`config.mk`:
```
export PLATFORM = sky130hd
export DESIGN_NAME = handshake_tx_flat
export DESIGN_NICKNAME = d
export VERILOG_FILES = /design/src/rtl/handshake_pkg.sv /design/src/rtl/handshake_tx_if.sv /design/src/rtl/handshake_tx_sync_fifo.sv /design/src/rtl/handshake_tx.sv /design/src/flat_wrapper.sv
export SDC_FILE = /design/constraint.sdc
export NUM_CORES = 1
export LEC_CHECK = 0
export BUFFER_PORTS_ARGS = -buffer_cell sky130_fd_sc_hd__buf_2
export CAP_MARGIN = 0
export CORE_ASPECT_RATIO = 2
export CORE_MARGIN = 1.5
export CORE_UTILIZATION = 55
export DETAILED_ROUTE_END_ITERATION = 7
export PLACE_DENSITY = 0.74
export SYNTH_ARGS = -nofsm -noshare
export SYNTH_HDL_FRONTEND = slang
export SYNTH_HIERARCHICAL = 1
export SYNTH_SLANG_ARGS = --single-unit
```
`constraint.sdc`:
```
create_clock -name clk -period 5.8 [get_ports clk]
set_clock_uncertainty 0.05 [all_clocks]
set_input_delay 1.45 -clock clk [delete_from_list [all_inputs] [get_ports clk]]
set_output_delay 1.45 -clock clk [all_outputs]
set_load 0.02 [all_outputs]
```
`src/rtl/handshake_pkg.sv`:
```
// Shared types and constants for the Pico link 4-phase handshake blocks.
// The receiver side imports the same width constant so both ends agree.
package handshake_pkg;

    // Link/FIFO word width used by both ends of the link
    localparam int DEFAULT_DATA_WIDTH = 4;

    // Cycles allowed per ACK edge: 20 ms at 50 MHz
    localparam int DEFAULT_TIMEOUT_CYCLES = 1_000_000;

    // Transmit-side handshake states
    typedef enum logic [2:0] {
        IDLE,
        SETUP,
        WAIT_ACK_HI,
        WAIT_ACK_LO,
        RECOVER
    } tx_state_t;

endpackage

```
`src/rtl/handshake_tx_if.sv`:
```
// Pico link signal bundle: parallel data plus the REQ/ACK pair.
// The initiator drives data_out/req, the receiver answers with ack.
interface handshake_tx_if import handshake_pkg::*; #(
    parameter int DATA_WIDTH = DEFAULT_DATA_WIDTH
) ();

    logic [DATA_WIDTH-1:0] data_out;
    logic                  req;
    logic                  ack;

    modport master (
        output data_out,
        output req,
        input  ack
    );

    modport slave (
        input  data_out,
        input  req,
        output ack
    );

endinterface

```
`src/rtl/handshake_tx_sync_fifo.sv`:
```
// Small synchronous FIFO with a registered read port.
// rd_data updates only on a pop, so the popped word stays put until the
// next pop. full/empty come straight from the registered occupancy.
module sync_fifo import handshake_pkg::*; #(
    parameter int DATA_WIDTH = DEFAULT_DATA_WIDTH,
    parameter int DEPTH      = 4
) (
    input  logic                   clk,
    input  logic                   reset,
    input  logic                   push,
    input  logic [DATA_WIDTH-1:0]  wr_data,
    input  logic                   pop,
    output logic [DATA_WIDTH-1:0]  rd_data,
    output logic                   full,
    output logic                   empty,
    output logic [$clog2(DEPTH):0] level
);

    localparam int AW = $clog2(DEPTH);

    logic [DATA_WIDTH-1:0] mem [DEPTH];
    logic [DATA_WIDTH-1:0] rd_data_reg;
    logic [AW-1:0]         wr_ptr_reg;
    logic [AW-1:0]         rd_ptr_reg;
    logic [AW:0]           count_reg;
    logic [AW:0]           count_next;
    logic                  push_ok;
    logic                  pop_ok;

    assign full    = (count_reg == (AW+1)'(DEPTH));
    assign empty   = (count_reg == '0);
    assign push_ok = push && !full;
    assign pop_ok  = pop && !empty;
    assign rd_data = rd_data_reg;
    assign level   = count_reg;

    // Occupancy: a simultaneous push and pop leaves it unchanged
    always_comb begin
        count_next = count_reg;
        if (push_ok && !pop_ok) begin
            count_next = count_reg + (AW+1)'(1);
        end else if (pop_ok && !push_ok) begin
            count_next = count_reg - (AW+1)'(1);
        end
    end

    // Storage array write; no reset so it maps onto RAM
    always_ff @(posedge clk) begin
        if (push_ok) begin
            mem[wr_ptr_reg] <= wr_data;
        end
    end

    // Registered read of the head word on pop
    always_ff @(posedge clk) begin
        if (pop_ok) begin
            rd_data_reg <= mem[rd_ptr_reg];
        end
    end

    // Pointers wrap naturally at the power-of-two depth
    always_ff @(posedge clk) begin
        if (reset) begin
            wr_ptr_reg <= '0;
            rd_ptr_reg <= '0;
            count_reg  <= '0;
        end else begin
            if (push_ok) wr_ptr_reg <= wr_ptr_reg + AW'(1);
            if (pop_ok)  rd_ptr_reg <= rd_ptr_reg + AW'(1);
            count_reg <= count_next;
        end
    end

endmodule

```
`src/rtl/handshake_tx.sv`:
```
// Transmit end of the Pico 4-phase REQ/ACK link. Words queue in a FIFO
// and go out one at a time: data is presented, held for a setup delay,
// then REQ rises; ACK high drops REQ; ACK low completes the transfer.
// Each ACK edge is bounded by a timeout that discards the word.
module handshake_tx import handshake_pkg::*; #(
    parameter int DATA_WIDTH     = DEFAULT_DATA_WIDTH,
    parameter int FIFO_DEPTH     = 4,
    parameter int SETUP_CYCLES   = 2,
    parameter int TIMEOUT_CYCLES = DEFAULT_TIMEOUT_CYCLES,
    parameter int SYNC_STAGES    = 2
) (
    input  logic                        clk,
    input  logic                        reset,
    input  logic [DATA_WIDTH-1:0]       in_data,
    input  logic                        in_valid,
    output logic                        in_ready,
    handshake_tx_if.master              link,
    output logic                        busy,
    output logic                        sent_pulse,
    output logic                        timeout_err,
    input  logic                        clear_err,
    output logic [$clog2(FIFO_DEPTH):0] fifo_level
);

    localparam int SCW = $clog2(SETUP_CYCLES + 1);
    localparam int TCW = $clog2(TIMEOUT_CYCLES + 1);
    localparam logic [SCW-1:0] SETUP_LOAD   = SCW'(SETUP_CYCLES);
    localparam logic [TCW-1:0] TIMEOUT_LAST = TCW'(TIMEOUT_CYCLES - 1);

    logic [SYNC_STAGES-1:0] ack_sync_reg;
    logic                   ack_s;

    tx_state_t              state_reg, state_next;
    logic [SCW-1:0]         setup_cnt_reg, setup_cnt_next;
    logic [TCW-1:0]         tcnt_reg, tcnt_next;
    logic                   req_reg, req_next;
    logic [DATA_WIDTH-1:0]  data_out_reg, data_out_next;
    logic                   sent_reg, sent_next;
    logic                   err_reg, err_next;
    logic                   err_set;

    logic                   fifo_pop;
    logic                   fifo_full;
    logic                   fifo_empty;
    logic [DATA_WIDTH-1:0]  fifo_rd_data;

    sync_fifo #(
        .DATA_WIDTH (DATA_WIDTH),
        .DEPTH      (FIFO_DEPTH)
    ) u_fifo (
        .clk     (clk),
        .reset   (reset),
        .push    (in_valid),
        .wr_data (in_data),
        .pop     (fifo_pop),
        .rd_data (fifo_rd_data),
        .full    (fifo_full),
        .empty   (fifo_empty),
        .level   (fifo_level)
    );

    assign in_ready      = !fifo_full;
    assign ack_s         = ack_sync_reg[SYNC_STAGES-1];
    assign link.req      = req_reg;
    assign link.data_out = data_out_reg;
    assign sent_pulse    = sent_reg;
    assign timeout_err   = err_reg;
    assign busy          = (state_reg != IDLE) || !fifo_empty;

    // Synchroniser chain for the asynchronous ack
    always_ff @(posedge clk) begin
        if (reset) begin
            ack_sync_reg <= '0;
        end else begin
            ack_sync_reg <= {ack_sync_reg[SYNC_STAGES-2:0], link.ack};
        end
    end

    // Handshake sequencing, setup delay, timeout and error flag update
    always_comb begin
        state_next     = state_reg;
        setup_cnt_next = setup_cnt_reg;
        tcnt_next      = tcnt_reg;
        req_next       = req_reg;
        data_out_next  = data_out_reg;
        sent_next      = 1'b0;
        err_set        = 1'b0;
        fifo_pop       = 1'b0;

        unique case (state_reg)
            IDLE: begin
                // A stale high ack blocks the next transfer
                if (!fifo_empty && !ack_s) begin
                    fifo_pop       = 1'b1;
                    setup_cnt_next = SETUP_LOAD;
                    state_next     = SETUP;
                end
            end
            SETUP: begin
                // The popped word is available from the FIFO one cycle later
                if (setup_cnt_reg == SETUP_LOAD) begin
                    data_out_next = fifo_rd_data;
                end
                if (setup_cnt_reg == '0) begin
                    req_next   = 1'b1;
                    tcnt_next  = '0;
                    state_next = WAIT_ACK_HI;
                end else begin
                    setup_cnt_next = setup_cnt_reg - SCW'(1);
                end
            end
            WAIT_ACK_HI: begin
                if (ack_s) begin
                    req_next   = 1'b0;
                    tcnt_next  = '0;
                    state_next = WAIT_ACK_LO;
                end else if (tcnt_reg == TIMEOUT_LAST) begin
                    req_next   = 1'b0;
                    err_set    = 1'b1;
                    state_next = RECOVER;
                end else begin
                    tcnt_next = tcnt_reg + TCW'(1);
                end
            end
            WAIT_ACK_LO: begin
                if (!ack_s) begin
                    sent_next  = 1'b1;
                    state_next = IDLE;
                end else if (tcnt_reg == TIMEOUT_LAST) begin
                    err_set    = 1'b1;
                    state_next = RECOVER;
                end else begin
                    tcnt_next = tcnt_reg + TCW'(1);
                end
            end
            RECOVER: begin
                // Timed-out word is dropped; just wait for the link to settle
                req_next = 1'b0;
                if (!ack_s) begin
                    state_next = IDLE;
                end
            end
            default: begin
                state_next = IDLE;
            end
        endcase

        // A new timeout beats a simultaneous clear
        if (err_set) begin
            err_next = 1'b1;
        end else if (clear_err) begin
            err_next = 1'b0;
        end else begin
            err_next = err_reg;
        end
    end

    // State and output registers
    always_ff @(posedge clk) begin
        if (reset) begin
            state_reg     <= IDLE;
            setup_cnt_reg <= '0;
            tcnt_reg      <= '0;
            req_reg       <= 1'b0;
            data_out_reg  <= '0;
            sent_reg      <= 1'b0;
            err_reg       <= 1'b0;
        end else begin
            state_reg     <= state_next;
            setup_cnt_reg <= setup_cnt_next;
            tcnt_reg      <= tcnt_next;
            req_reg       <= req_next;
            data_out_reg  <= data_out_next;
            sent_reg      <= sent_next;
            err_reg       <= err_next;
        end
    end

endmodule

```
`src/flat_wrapper.sv`:
```
// flat-port wrapper written by rule: the top's interface ports become plain ports
module handshake_tx_flat import handshake_pkg::*;
#(
    parameter int DATA_WIDTH     = DEFAULT_DATA_WIDTH,
    parameter int FIFO_DEPTH     = 4,
    parameter int SETUP_CYCLES   = 2,
    parameter int TIMEOUT_CYCLES = DEFAULT_TIMEOUT_CYCLES,
    parameter int SYNC_STAGES    = 2
)
  (clk, reset, in_data, in_valid, in_ready, busy, sent_pulse, timeout_err, clear_err, fifo_level, link_data_out, link_req, link_ack);
  handshake_tx_if #(.DATA_WIDTH(DATA_WIDTH)) link_i ();
  input  logic clk;
  input  logic reset;
  input  logic [DATA_WIDTH-1:0] in_data;
  input  logic in_valid;
  output logic in_ready;
  output logic busy;
  output logic sent_pulse;
  output logic timeout_err;
  input  logic clear_err;
  output logic [$clog2(FIFO_DEPTH):0] fifo_level;
  output wire logic [$bits(link_i.data_out)-1:0] link_data_out;
  output wire logic [$bits(link_i.req)-1:0] link_req;
  input wire logic [$bits(link_i.ack)-1:0] link_ack;
  assign link_data_out = link_i.data_out;
  assign link_req = link_i.req;
  assign link_i.ack = link_ack;
  handshake_tx #(.DATA_WIDTH(DATA_WIDTH), .FIFO_DEPTH(FIFO_DEPTH), .SETUP_CYCLES(SETUP_CYCLES), .TIMEOUT_CYCLES(TIMEOUT_CYCLES), .SYNC_STAGES(SYNC_STAGES)) u_core (.clk(clk), .reset(reset), .in_data(in_data), .in_valid(in_valid), .in_ready(in_ready), .link(link_i), .busy(busy), .sent_pulse(sent_pulse), .timeout_err(timeout_err), .clear_err(clear_err), .fifo_level(fifo_level));
endmodule
```
==> results.cfg <==
[placed_design]
hpwl_um = 4270
gp_congestion = 0.825
io_buffers = 20

[cells_and_area]
fin_util_pct = 61.6
multiInputGateArea_mm2 = 0.00147
fill_cells = 461
syn_to_final_growth_pct = 9.44
drive_gt1_share_pct = 15.5
antenna_cells = 0
ff_latch_area_mm2 = 0.00142
largest_reg_flops = 20
final_nets = 323

[drt]
first_pass_iters = 4
initialDrtViolationCount = 54
ant_nets = 0
num_vias = 2252
wirelength_um = 6010
vias_per_cell = 6.09
post-route-drc-count = 0
avgRoutedWirePerCell_um = 16.2

[clocking]
cts_htree_levels = 3
clkSinkCount = 61
cts_made_buffers = 9
cts_resized = 0
cts-root-buf = clkbuf_8
hold_buffers = 0
cts.path.max_buffers = 2
clk_pin_slew_ns = 0.06
post-cts-setup-buffers = 0
clk_latency_ns = 0.34
cts_tree = built

[timing]
worst_pin_slew_ns = 0.889
setup_violations = 0
fmax_ghz = 0.343
slew_headroom_pct = 40.3
rsz0062_at_grt = false
slew_violations = 0
fin_crit_sh_pct = 50.2
period_needed_ns = 2.91
setup_tns_ns = 0
final_hold_viol_count = 0

[logic_synthesis]
ys_top_cells_by_count = 41 x dfxtp_1, 20 x edfxtp_1, 20 x nand3_1
synth_top_area_cell = dfxtp_1
synth-warning-count = 6
synth_seq_cells = 61
synth-edff-count = 20
synth.distinct_cells = 56
syn_nets = 309
synth_cells = 291
synth_top_area_share_pct = 27.2
async_reset_ff_share_pct = 0
synth_ff_type = dfxtp_1
seq_area_frac_synth_pct = 47.0
synth_area_per_cell_um2 = 10.4
syn_area_mm2 = 0.00302
yosysMostFrequentCell = dfxtp_1
synthTopCellsByArea = dfxtp_1 27%, edfxtp_1 20%, mux2i_1 5.6%

[critical_path]
worstSetupEndpointType = output port
crit_path_end = busy
reg2reg_depth = 10
critPathKind = reg -> out
crit_start = u_core/state_reg[2]
crit_fanout = 12
r2r-start = u_core/u_fifo/level[0]
r2r_setup_slack_ns = 3.19
r2r_end = u_core/u_fifo/level[2]
cp-start-kind = register
cp.arrival_ns = 1.41
cp.required_ns = 4.30

[power_and_ir_drop]
max-vdd-ir-drop_mv = 0.269
pwr-share-seq_pct = 44.2
internal-power_mw = 0.854
power_frac_comb_pct = 28.1
netSwitchingFraction_pct = 34.0
switchingPower_mw = 0.439
power_density_mw_per_mm2 = 391
clkPwrFrac_pct = 27.7
leakagePower_nw = 1.17

[floorplan]
dieArea_mm2 = 0.00598
core_mm2 = 0.00537
io_pins = 21
placementRows = 38
die_height_um = 108
start_util_pct = 56.3
dieWidth_um = 55.4

[global_route]
grt_pass1_wl_um = 9820
grt_max_degree = 26
globalRouteTotalUtil_pct = 21.4
antenna_found_initial = 0
grt_pass1_vias = 2225
gr-total-overflow = 0

[outcome]
status = finished clean

[run]
cap_violations = 0

[hold_path]
min_path_type = reg -> reg
-- final cells by class --
cell class	instances	share of cell area, %
multi-input cells	199	44.5
repair buffers	21	3.25
flip-flops and latches	61	43.0
well taps	60	2.27
inverters	13	1.48
clock buffers	12	4.08
clock inverters	4	1.48
-- cell usage in the layout, fill, tap and decap left out, types with 6 or more instances in the layout --
| master | synthesis | routed |
|---|---|---|
| dfxtp_1 | 41 | 41 |
| buf_2 | 5 | 20 |
| nand3_1 | 20 | 20 |
| edfxtp_1 | 20 | 20 |
| nor2_1 | 17 | 17 |
| mux2i_1 | 17 | 17 |
| nand2_1 | 14 | 14 |
| inv_1 | 13 | 13 |
| a21oi_1 | 13 | 13 |
| nand3b_1 | 10 | 10 |
| clkbuf_8 | 0 | 9 |
| and2_1 | 9 | 9 |
| ha_1 | 8 | 8 |
| nor3_1 | 7 | 7 |
| a211oi_1 | 6 | 6 |
| or4_1 | 6 | 6 |
-- worst max-delay path: stages, from the launching register on --
cell and delay (ns):
dfxtp_1 0.44, nor3_1 0.35, nand2_1 0.11, buf_2 0.18
-- metrics by stage --
stage	instances	power, mW	hold slack (ns)	worst slack, ns	cell area (um2)
finish	370	1.29	0.395	2.89	3310
global route	370	1.37	0.425	2.76	3310
CTS	370	1.31	0.396	2.82	3310
detailed placement	354	0.948	0.383	2.64	3120
global placement	354	0.934	0.368	2.69	3120
floorplan	291	0.854	0.364	2.83	3020
-- power groups by stage --
| stage | sequential, mW | combinational (mW) | clock (mW) |
|---|---|---|---|
| 6_report | 0.571 | 0.364 | 0.359 |
| 5_1_grt | 0.582 | 0.405 | 0.387 |
| 4_1_cts | 0.572 | 0.366 | 0.367 |
| 3_5_place_dp | 0.582 | 0.366 | 0 |
| 3_3_place_gp | 0.578 | 0.356 | 0 |
| 2_1_floorplan | 0.562 | 0.293 | 0 |
-- layer usage --
metal  vias to the layer above  wire, um  global-route usage [%]
met4                         0       168                    12.2
met3                        12       179                    5.29
met1                      1094      2260                    20.7
met5                         -         0                       0
met2                        33      3400                    40.1
li1                       1113         -                       -
-- how the worst min path moves through the flow --
stage | cells past startpoint | slack [ns] | start | endpoint
global route | 1 | 0.42 | u_core/ack_sync_reg[0] | u_core/ack_sync_reg[1]
global placement | 1 | 0.37 | u_core/ack_sync_reg[0] | u_core/ack_sync_reg[1]
CTS | 1 | 0.40 | u_core/ack_sync_reg[0] | u_core/ack_sync_reg[1]
floorplan | 1 | 0.36 | u_core/ack_sync_reg[0] | u_core/ack_sync_reg[1]
finish | 1 | 0.39 | u_core/ack_sync_reg[0] | u_core/ack_sync_reg[1]
detailed placement | 1 | 0.38 | u_core/ack_sync_reg[0] | u_core/ack_sync_reg[1]
-- kinds of logic (layout without fill, tap and decap cells) --
logic type      Yosys count  count (layout)  synth area share, %
buf+inv                  31              50                 4.30
compound gates           48              48                 11.5
simple gates            116             116                 23.1
mux                      21              21                 8.61
flops                    61              61                 47.0
fa+ha+maj                 9               9                 3.97
xor+xnor                  5               5                 1.45
Power figures use the tool's default switching activity.
